## src/rtl/mips_pkg.sv

```systemverilog
// Shared constants and types for the MIPS instruction-fetch slice.
package mips_pkg;

    localparam int          IMEM_DEPTH_DEFAULT = 32;
    localparam logic [31:0] NOP_WORD           = 32'h0000_0000;
    localparam logic [31:0] HALT_WORD_DEFAULT  = 32'hFFFF_FFFF;

    localparam int OPCODE_HI = 31;
    localparam int OPCODE_LO = 26;
    localparam int FUNCT_HI  = 5;
    localparam int FUNCT_LO  = 0;

    typedef enum logic [1:0] {
        IDLE = 2'd0,
        RUN  = 2'd1,
        HALT = 2'd2
    } fetch_state_t;

endpackage

```

## src/rtl/imem_32x32.sv

```systemverilog
// Loadable instruction memory: synchronous write port, combinational read port, no reset.
module imem_32x32
    import mips_pkg::*;
#(
    parameter int DEPTH = IMEM_DEPTH_DEFAULT,
    localparam int AW   = $clog2(DEPTH)
) (
    input  logic          clk,
    input  logic          we,
    input  logic [AW-1:0] waddr,
    input  logic [31:0]   wdata,
    input  logic [AW-1:0] raddr,
    output logic [31:0]   rdata
);

    logic [31:0] mem_r [DEPTH];

    // Program load port; contents survive reset on purpose.
    always_ff @(posedge clk) begin
        if (we) begin
            mem_r[waddr] <= wdata;
        end
    end

    assign rdata = mem_r[raddr];

endmodule

```

## src/rtl/if_fetch_stage.sv

```systemverilog
// Instruction-fetch stage: PC, instruction memory, IF/ID register and IDLE/RUN/HALT control.
module if_fetch_stage
    import mips_pkg::*;
#(
    parameter int            IMEM_DEPTH = IMEM_DEPTH_DEFAULT,
    parameter logic [31:0]   HALT_WORD  = HALT_WORD_DEFAULT,
    localparam int           PC_W       = $clog2(IMEM_DEPTH),
    parameter logic [PC_W-1:0] RESET_PC = {PC_W{1'b0}}
) (
    input  logic            clk,
    input  logic            reset,
    input  logic            start,
    input  logic            load_we,
    input  logic [PC_W-1:0] load_addr,
    input  logic [31:0]     load_data,
    input  logic            stall,
    input  logic            flush,
    input  logic            redirect_en,
    input  logic [PC_W-1:0] redirect_pc,
    output logic [31:0]     if_id_out_instruccion,
    output logic [PC_W-1:0] if_id_out_PC_next,
    output logic [5:0]      if_id_out_opcode,
    output logic [5:0]      if_id_out_funct,
    output logic            if_id_valid,
    output logic [PC_W-1:0] PC_toFetch_out,
    output logic            halted
);

    // A bubble clears the whole IF/ID register: word, PC+1 and valid.
    localparam logic [32+PC_W:0] IF_ID_NOP = {NOP_WORD, {PC_W{1'b0}}, 1'b0};

    fetch_state_t    state_r;
    logic [PC_W-1:0] pc_r;
    logic [PC_W-1:0] pc_inc_s;
    logic [PC_W-1:0] pc_next_r;
    logic [31:0]     instr_r;
    logic [31:0]     fetch_word_s;
    logic            valid_r;
    logic            halted_r;
    logic            imem_we_s;

    assign pc_inc_s  = pc_r + {{(PC_W-1){1'b0}}, 1'b1};
    assign imem_we_s = reset && load_we && (state_r == IDLE);

    imem_32x32 #(
        .DEPTH (IMEM_DEPTH)
    ) u_imem (
        .clk   (clk),
        .we    (imem_we_s),
        .waddr (load_addr),
        .wdata (load_data),
        .raddr (pc_r),
        .rdata (fetch_word_s)
    );

    // Control FSM, PC and IF/ID register; redirect beats stall, stall beats flush.
    always_ff @(posedge clk) begin
        if (!reset) begin
            state_r                         <= IDLE;
            pc_r                            <= RESET_PC;
            {instr_r, pc_next_r, valid_r}   <= IF_ID_NOP;
            halted_r                        <= 1'b0;
        end else begin
            case (state_r)
                IDLE: begin
                    {instr_r, pc_next_r, valid_r} <= IF_ID_NOP;
                    halted_r                      <= 1'b0;
                    if (start) begin
                        state_r <= RUN;
                    end else begin
                        state_r <= IDLE;
                    end
                end
                RUN: begin
                    halted_r <= 1'b0;
                    if (redirect_en) begin
                        pc_r                          <= redirect_pc;
                        {instr_r, pc_next_r, valid_r} <= IF_ID_NOP;
                    end else if (stall) begin
                        if (flush) begin
                            {instr_r, pc_next_r, valid_r} <= IF_ID_NOP;
                        end else begin
                            {instr_r, pc_next_r, valid_r} <= {instr_r, pc_next_r, valid_r};
                        end
                    end else if (flush) begin
                        pc_r                          <= pc_inc_s;
                        {instr_r, pc_next_r, valid_r} <= IF_ID_NOP;
                    end else if (fetch_word_s == HALT_WORD) begin
                        // The halt marker is never issued downstream and the PC stays on it.
                        {instr_r, pc_next_r, valid_r} <= IF_ID_NOP;
                        halted_r                      <= 1'b1;
                        state_r                       <= HALT;
                    end else begin
                        pc_r      <= pc_inc_s;
                        instr_r   <= fetch_word_s;
                        pc_next_r <= pc_inc_s;
                        valid_r   <= 1'b1;
                    end
                end
                HALT: begin
                    {instr_r, pc_next_r, valid_r} <= IF_ID_NOP;
                    halted_r                      <= 1'b1;
                end
                default: begin
                    state_r                       <= IDLE;
                    {instr_r, pc_next_r, valid_r} <= IF_ID_NOP;
                    halted_r                      <= 1'b0;
                end
            endcase
        end
    end

    assign if_id_out_instruccion = instr_r;
    assign if_id_out_PC_next     = pc_next_r;
    assign if_id_out_opcode      = instr_r[OPCODE_HI:OPCODE_LO];
    assign if_id_out_funct       = instr_r[FUNCT_HI:FUNCT_LO];
    assign if_id_valid           = valid_r;
    assign PC_toFetch_out        = pc_r;
    assign halted                = halted_r;

endmodule

```

## config.mk

```make
export PLATFORM = sky130hd
export DESIGN_NAME = if_fetch_stage
export DESIGN_NICKNAME = d
export VERILOG_FILES = /design/src/rtl/mips_pkg.sv /design/src/rtl/imem_32x32.sv /design/src/rtl/if_fetch_stage.sv
export SDC_FILE = /design/constraint.sdc
export NUM_CORES = 1
export LEC_CHECK = 0
export CAP_MARGIN = 5
export CORE_UTILIZATION = 50
export CTS_CLUSTER_DIAMETER = 80
export CTS_CLUSTER_SIZE = 24
export DETAILED_ROUTE_END_ITERATION = 8
export PLACE_DENSITY = 0.71
export SYNTH_ARGS = -nofsm -noshare
export SYNTH_HDL_FRONTEND = slang
export SYNTH_SLANG_ARGS = --single-unit
```

## constraint.sdc

```tcl
create_clock -name clk -period 3.1 [get_ports clk]
set_input_delay 0.62 -clock clk [delete_from_list [all_inputs] [get_ports clk]]
set_output_delay 0.62 -clock clk [all_outputs]
set_load 0.02 [all_outputs]
```

==> results of run 1 <==
## through the flow
stage / cell area (um^2) / utilization
2_1_floorplan: 42130 / -
3_3_place_gp: 46790 / 0.5599
3_5_place_dp: 46790 / 0.5599
4_1_cts: 48950 / 0.5858
5_1_grt: 49190 / 0.5887
6_report: 49190 / 0.5888
## final cells by class
class,count,area [um^2]
Fill cell,5976,34360
Sequential cell,1075,31780
Multi-Input combinational cell,1034,9792
Timing Repair Buffer,426,4715
Clock buffer,84,1443
Tap cell,1080,1351
Clock inverter,5,61.31
Inverter,10,40.04
Antenna cell,4,10.01
## worst max-delay path, stage by stage (launching register included)
cell and delay (ns):
dfxtp_4 0.40, buf_12 0.16, and2_4 0.16, buf_12 0.13
buf_16 0.16, a22oi_1 0.23, nand3_1 0.18, nand4_1 0.16
nand4_1 0.27, or3b_4 0.53, or3_4 0.41, o31ai_4 0.22
buf_6 0.17, mux2i_4 0.25
## cell usage in the layout, fill, tap and decap left out, types with 31 or more instances in the layout
master / synthesis / layout
buf_12: 3 / 75
clkbuf_1: 48 / 31
nand2_1: 115 / 114
nor2_4: 0 / 33
buf_4: 34 / 224
a22oi_1: 108 / 105
edfxtp_1: 1024 / 1024
mux4_2: 114 / 114
mux2i_1: 313 / 309
a21oi_1: 55 / 54
nand3_1: 90 / 88
dfxtp_1: 51 / 47
clkbuf_16: 0 / 54
clkdlybuf4s50_1: 0 / 104
## how the worst max path moves through the flow
| stage | endpoint | slack, ns | depth (start not counted) | from |
|---|---|---|---|---|
| final | register | -0.44 | 13 | register |
| after global routing | register | -0.51 | 14 | register |
| after CTS | register | -0.36 | 12 | register |
| after detailed placement | register | -0.75 | 12 | register |
| after global placement | register | -0.73 | 11 | register |
| after floorplan | u_imem.mem_r[12][0] | -0.16 | 5 | reset |
## metal layers
layer	vias to the layer above	GRT usage	share of wire	routed length (um)
met5	-	0	0.00043	48
met4	8	0.09654	0.040	4522
met3	269	0.06161	0.11	12200
met2	1387	0.4124	0.47	52400
met1	11953	0.3570	0.38	43280
li1	9792	-	-	-
## power by group through the flow
stage                     clock [mW]  sequential, mW  combinational [mW]
after floorplan                    0            16.3               0.787
after global placement             0            16.3                1.60
after detailed placement           0            16.3                1.63
after CTS                       7.69            16.0                1.74
after global routing            8.18            16.0                1.88
final                           7.62            16.0                1.80
## cells by family after synthesis
logic type / after synthesis / synth area share
DFF: 1075 / 0.7541
and+or+nand+nor: 333 / 0.03775
buffers and inverters: 150 / 0.02397
adders and majority gates: 4 / 0.001188
xor gates and xnor gates: 3 / 0.0006238
muxes: 439 / 0.1385
AOI/OAI and AO/OA: 255 / 0.04389
## sequential cells by signal, summed over array words and instances, names as in the netlist, named ones only
register and count:
PC_toFetch_out 5, halted 1, if_id_valid 1, if_id_out_instruccion 32, if_id_out_PC_next 5, u_imem.mem_r 1024
state_r 2
## repair_timing
item	in CTS	in global routing
cloned	7	1
setup buffers	27	18
pin swaps	13	11
endpoints found under the setup margin	51	51
resized for setup	44	16
==> flow_summary.ini, run 1 <==
[synth]
synth_seq_cells = 1075
synth_top_area_cell = edfxtp_1
avgSynthCellArea_um2 = 18.65
synthArstFlopShare = 0
synth_top_flop_cell = edfxtp_1
synth_edf_count = 1024
synth_area_um2 = 42130
synth_top_area_frac = 0.7298
syn_inst = 2259
synth_area_leaders = edfxtp_1 (73%), mux2i_1 (7.4%), mux4_2 (6.1%), dfxtp_1 (2.4%), a22oi_1 (1.9%)
ys_seq_area_frac = 0.7541
ys_types = 62
synth_most_common_cell = edfxtp_1
ys_top_cells_by_count = edfxtp_1 (1024), mux2i_1 (313), nand2_1 (115)
ys_warn_count = 0
synth_nets = 2312

[timing]
setup_slack_ns = -0.4415
holdWs_ns = 0.4661
finalSetupViolCount = 51
slew_viol_final = 0
slew_headroom = 0.2563
max_freq_mhz = 282.4
worst_pin_slew_ns = 1.112
fin_skew_ns = 0.02589
fin_tns_setup_ns = -15.09
hold_viol = 0
rsz0062_at_grt = true
fin_crit_ns = 3.542
layout_worst_path_cycle_share = 1.142

[route]
drt_iter0_drc = 2754
ant_nets = 0
via_per_inst = 6.296
wl_um = 112400
wl_per_cell_um = 30.24
num_vias = 23409
dr.pass1.iters = 6
route.detailed.drc = 0

[grt]
grt_util_all_layers = 0.2616
grt_pass1_vias = 23104
grt_max_degree = 39
grt_pass1_wl_um = 159500
antenna_found_initial = 7
overflow = 0

[power]
p_int_mw = 20.01
combinationalPowerShare = 0.071
vdd_ir_drop_max_mv = 0.4155
powerDensity_nw_per_um2 = 515.9
seq_power_share = 0.629
power_mw = 25.38
leakage_nw = 15.11
clockPowerShare = 0.300
swShare = 0.2117
power_switching_mw = 5.373

[placement]
dp_slack_ns = -0.7525
portBuffers = 104
placed_cells = 3572
hpwlAfterDp_um = 65450
routabilityCongestion = 0.8744

[die]
chipHeight_um = 292.3
core_um2 = 83560
initial_core_util = 0.5042
rows = 106
die_w_um = 292.3
die_area_um2 = 85430
ios = 105

[critical_path]
r2r.worst_path.cells = 13
cp_max_fo = 18
path_class = reg2reg
rrSetupSlack_ns = -0.44
cp_data_required_time_ns = 3.64
crit_path_start_kind = register
arrival_ns = 4.09
end_kind = register

[cts]
cts_tree = done
insertion_delay_ns = 0.65
hold_buffers = 0
htreeDepth = 2
clk_path_buf_depth = 3
numCtsBuffers = 51
cts.sinks = 1075
cts_root_buf = clkbuf_16
clkSlewWorstSetupHoldPaths_ns = 0.10

[worst_hold_path]
whs_path_depth = 2
hp-class = reg2reg
holdPathEnd = if_id_out_instruccion[24]
min_from = if_id_out_instruccion[24]

[run]
drv_cap = 0

[cells_and_area]
drive_above_1_share = 0.2232
nets = 2651
area_growth_pct = 16.76
stdcell_count = 3718

[outcome]
violations = setup timing
status = finished with violations
No activity file was read; power rests on OpenSTA's default activity.
==> run 2, diff against run 1 <==
Settings changed: SKIP_CTS_REPAIR_TIMING from default to 1.
==> flow_summary.ini, run 2 (synthesis results as in run 1) <==
[grt]
grt-busiest-layer = met2
met1_usage = 0.3498
grt_max_degree = 54
grt_pass1_vias = 22830
grt.met3_usage = 0.06275
antenna_found_initial = 5
grt_util_all_layers = 0.2565
overflow = 0
grt_pass1_wl_um = 156900
grt_use_met2 = 0.4027

[timing]
max_freq_mhz = 278.9
fin_skew_ns = 0.01946
rsz0062_at_grt = true
layout_worst_path_cycle_share = 1.157
slew_viol_final = 0
setup_slack_ns = -0.4856
slew_headroom = 0.2751
worst_pin_slew_ns = 1.084
fin_tns_setup_ns = -17.54
finalSetupViolCount = 51
hold_viol = 0
fin_crit_ns = 3.586

[power]
power_mw = 25.40
p_int_mw = 20.02
power_switching_mw = 5.377
swShare = 0.2117
combinationalPowerShare = 0.072
leakage_nw = 15.19
clockPowerShare = 0.300
seq_power_share = 0.628
vdd_ir_drop_max_mv = 0.4152
powerDensity_nw_per_um2 = 513.9

[outcome]
status = finished with violations
violations = setup timing

[placement]
hpwlAfterDp_um = 65450
portBuffers = 104
placed_area_um2 = 46790
placed_cells = 3572
routabilityCongestion = 0.8744

[die]
core_um2 = 83560
die_w_um = 292.3
chipHeight_um = 292.3
die_area_um2 = 85430
ios = 105
rows = 106
initial_core_util = 0.5042

[cells_and_area]
largest_reg_flops = 1024
stdcell_count = 3726
nets = 2661
mostFrequentLayoutCells = edfxtp_1 (1024), mux2i_1 (307), buf_4 (223)
largest_register = u_imem.mem_r
area_growth_pct = 17.30
n_fill_cell = 5930
drive_above_1_share = 0.2307
layout_commonest_cell = edfxtp_1
fin_area_um2 = 49420
fin_util = 0.5915

[worst_hold_path]
hp-class = reg2reg
whs_path_depth = 2

[route]
num_vias = 23373
wl_per_cell_um = 30.25
via_per_inst = 6.273
route.detailed.drc = 0
wl_um = 112700
drt_iter0_drc = 2761
ant_nets = 0
dr.pass1.iters = 5

[critical_path]
slowest_delay_ns = 0.48
path_cells = buf_12 > buf_4 > buf_12 > buf_4 > mux2i_1 > a21oi_1 > nand3_1 > nand4_1 > nand4_1 > or3_4 > or3_4 > o31ai_4 > buf_6 > mux2i_4
arrival_ns = 4.13
cp_data_required_time_ns = 3.64
cp_max_fo = 16
crit_path_top_delay_cell = dfxtp_4
end_kind = register
rrSetupSlack_ns = -0.49
path_class = reg2reg
r2r.worst_path.cells = 14
crit_path_start_kind = register

[run]
drv_cap = 0

[cts]
cts_tree = done
clk_path_buf_depth = 3
cts.sinks = 1075
htreeDepth = 2
insertion_delay_ns = 0.64
numCtsBuffers = 51
cts_root_buf = clkbuf_16
clkSlewWorstSetupHoldPaths_ns = 0.09
-- run 2: cell count changes in the layout (fill, tap and decap cells not counted), sizes merged --
cell / before / now
diode: 4 / 2
clkbuf: 85 / 95
bufbuf: 3 / 0
nor3: 2 / 3
buf: 318 / 320
-- run 2: layout make-up --
class / instances / area (um^2) / area share
tap: 1080 / 1351 / 0.02734
inverter: 10 / 37.54 / 0.0007595
antenna: 2 / 5.005 / 0.0001013
timing repair buffer: 435 / 4820 / 0.09752
sequential: 1075 / 31780 / 0.6431
clock inverter: 5 / 61.31 / 0.001241
clock buffer: 84 / 1443 / 0.02919
multi-input combinational: 1035 / 9922 / 0.2008
-- run 2: final timing paths --
path | startpoint | endpoint
worst max-delay path | register | register
worst min-delay path | if_id_out_instruccion[24] | if_id_out_instruccion[24]
worst max register to register | register | register
worst min register to register | if_id_out_instruccion[24] | if_id_out_instruccion[24]
-- run 2: worst max-delay path, delay by kind of cell (launching register included) --
family | cells | cell delay, ns
and+or+nand+nor | 5 | 1.45
buffers and inverters | 5 | 0.82
DFF | 1 | 0.48
AOI/OAI and AO/OA | 2 | 0.37
muxes | 2 | 0.33
-- run 2: per-stage QoR --
step	hold WS (ns)	worst slack [ns]
2_1_floorplan	0.5057	-0.1557
3_3_place_gp	0.4491	-0.7271
3_5_place_dp	0.4537	-0.7525
4_1_cts	0.4682	-0.8620
5_1_grt	0.4807	-0.5778
6_report	0.4641	-0.4856
-- run 2: power by group through the flow --
stage	Sequential, mW	Combinational, mW	Clock [mW]
final	16.0	1.83	7.61
after global routing	16.0	1.91	8.19
after CTS	16.0	1.64	7.69
after detailed placement	16.3	1.63	0
after global placement	16.3	1.60	0
after floorplan	16.3	0.787	0
-- run 2: layer usage --
layer  vias to the layer above  wire length (um)
met5                         -                40
met4                         6              4722
met3                       269             12490
met2                      1373             52150
met1                     11917             43320
li1                       9808                 -
==> edit (config.mk and constraints of run 1) <==
Encoding of `fetch_state_t`: now one-hot (3 bits for 3 states).
--- a/src/rtl/mips_pkg.sv
+++ b/src/rtl/mips_pkg.sv
@@ -10,10 +10,10 @@
     localparam int FUNCT_HI  = 5;
     localparam int FUNCT_LO  = 0;
 
-    typedef enum logic [1:0] {
-        IDLE = 2'd0,
-        RUN  = 2'd1,
-        HALT = 2'd2
+    typedef enum logic [2:0] {
+        IDLE = 3'b001,
+        RUN  = 3'b010,
+        HALT = 3'b100
     } fetch_state_t;
 
 endpackage
Check against the original RTL: same outputs for any inputs over 4 cycles, from zero or initial values and one cycle with reset low; so few cycles prove little.
==> edit against run 1 <==
- the flow finishes with violations (design-rule violations, negative setup slack)
- synthesized area fell by 2.7%
- utilization rose by 0.80 points
- worst setup slack improved by 0.14 ns
- count of clock-buffer cells in the layout rose by 6
- sequential cell count rose by 1
- synthesized cell count fell by 12%
- wire length fell by 6.1%
- design area fell by 2.0%
Power is not compared: it rests on default switching activity, and its combinational part moved more than twofold at a synthesized area within 25%.
==> edit: results (changes against run 1) <==
| Item | This run | vs run 1 |
| --- | --- | --- |
| Amount of wire on met3 after detailed routing | 8.72 mm | was 12.2 mm |
| GRT met2 Usage | 41.9% | was 41.2% |
| Net count reported at finish | 2373 | was 2651 |
| Layout cells sized above 1 | 26.6% | was 22.3% |
| Detailed-placement wirelength estimate | 60.4 mm | was 65.4 mm |
| Antenna diodes | 0 | was 4 |
| Global-route wire length before repair | 148 mm | was 160 mm |
| Cell area reported after detailed placement | 45800 um2 | was 46800 um2 |
| Share of cell area taken by muxes after synthesis | 13.7% | was 13.9% |
| Final sum of negative setup slack | -11.00 ns | was -15.09 ns |
| Via count of the first global-routing pass | 21400 | was 23100 |
| Yosys warning total | 0 | unchanged |
| Cell Count Post-Placement | 3294 | was 3572 |
| Number of distinct library cells after synthesis | 57 | was 62 |
| Total of endpoints with negative setup slack in the final report | 48 | was 51 |
| Tightest Hold Check Type | flop to flop | unchanged |
| Slack of the critical path | -0.300 ns | was -0.442 ns |
| Met1 layer usage reported by global route | 33.8% | was 35.7% |
| Core utilization of the finished layout | 59.7% | was 58.9% |
| Status | complete, but fails checks | unchanged |
| FILL cells | 5599 | was 5976 |
| GRT Overall Usage | 24.8% | was 26.2% |
| Post-synthesis xor/xnor area fraction | 0.0641% | was 0.0624% |
| Gate count of the mapped netlist | 1993 | was 2259 |
| Place WS | -0.771 ns | was -0.752 ns |
| Post-synthesis sequential area ratio | 77.5% | was 75.4% |
| Compound-gate portion of the synthesized area | 4.16% | was 4.39% |
| Routed metal-1 wire length | 40.1 mm | was 43.3 mm |
| Arrival time at the worst endpoint | 3.93 ns | was 4.09 ns |
| Final cell count without fillers | 3424 | was 3718 |
| GR Layer Usage met3 | 3.14% | was 6.16% |
| First drt pass iteration count | 9 | was 6 |
| Layout Skew | 0.0249 ns | was 0.0259 ns |
| Drt total wl | 106 mm | was 112 mm |
| Most common library cells after synthesis | 1024 x edfxtp_1, 174 x mux4_2, 164 x mux2i_1 | was 1024 x edfxtp_1, 313 x mux2i_1, 115 x nand2_1 |
| Number of antenna violations at the first check in global routing | 1 | was 7 |
| Main area contributors after synthesis | edfxtp_1 75%, mux4_2 9.6%, mux2i_1 4.0% | was edfxtp_1 73%, mux2i_1 7.4%, mux4_2 6.1% |
| Violated checks | design-rule violations, negative setup slack | was negative setup slack |
| Flip-flop count of the largest register, all copies and words added | 1024 | unchanged |
| Post-Synth Adder-Cell Area | 0.0305% | was 0.119% |
| Number of design-rule violations left by the first detailed-router iteration | 2477 | was 2754 |
| Post-route DRC violation count | 10 | was 0 |
| Worst-Margin Slew | 1.12 ns | was 1.11 ns |
| Maximum net fanout on the critical path | 8 | was 18 |
edit: logic make-up after synthesis:
family	after synthesis
adders and majority gates	1
buffers and inverters	131
and+or+nand+nor	195
AOI/OAI and AO/OA	247
muxes	340
xor gates and xnor gates	3
DFF	1076
edit: where the power goes:
group	switching, uW	internal, uW	total (uW)	leakage, uW
combinational	483	313	796	0.00442
sequential	16.2	15900	15900	0.00963
clock	4340	3270	7610	0.000720
total	4840	19500	24400	0.0148
edit: final timing paths:
path	slack (ns)	from	endpoint
worst min-delay path	0.47	if_id_out_PC_next[0]	if_id_out_PC_next[0]
worst max-delay path	-0.30	flop	if_id_out_instruccion[15]
worst max register to register	-0.30	flop	if_id_out_instruccion[15]
worst min register to register	0.47	if_id_out_PC_next[0]	if_id_out_PC_next[0]
edit: worst max-delay path, cell delays in order, from the launching register on:
cell	delay (ns)
dfxtp_4	0.38
buf_6	0.13
clkbuf_16	0.15
buf_12	0.14
buf_8	0.13
mux2i_2	0.15
a221oi_2	0.27
o21ai_1	0.12
nand3_1	0.16
nand4_1	0.28
nor4_4	0.53
and2_4	0.24
nor3_4	0.05
buf_6	0.17
clkbuf_16	0.17
a22o_1	0.21
edit: what timing repair did:
action / 4_1_cts / 5_1_grt
pin swaps: 14 / 54
endpoints found under the setup margin: 51 / 51
buffers inserted: 9 / 20
cloned: 2 / 8
gates resized for setup: 33 / 71
edit: layout make-up:
| class | count | area share (%) |
|---|---|---|
| Multi-Input combinational cell | 786 | 18.6 |
| Inverter | 6 | 0.0467 |
| Clock inverter | 4 | 0.0726 |
| Tap cell | 1060 | 2.75 |
| Clock buffer | 90 | 3.06 |
| Sequential cell | 1076 | 65.9 |
| Timing Repair Buffer | 402 | 9.53 |
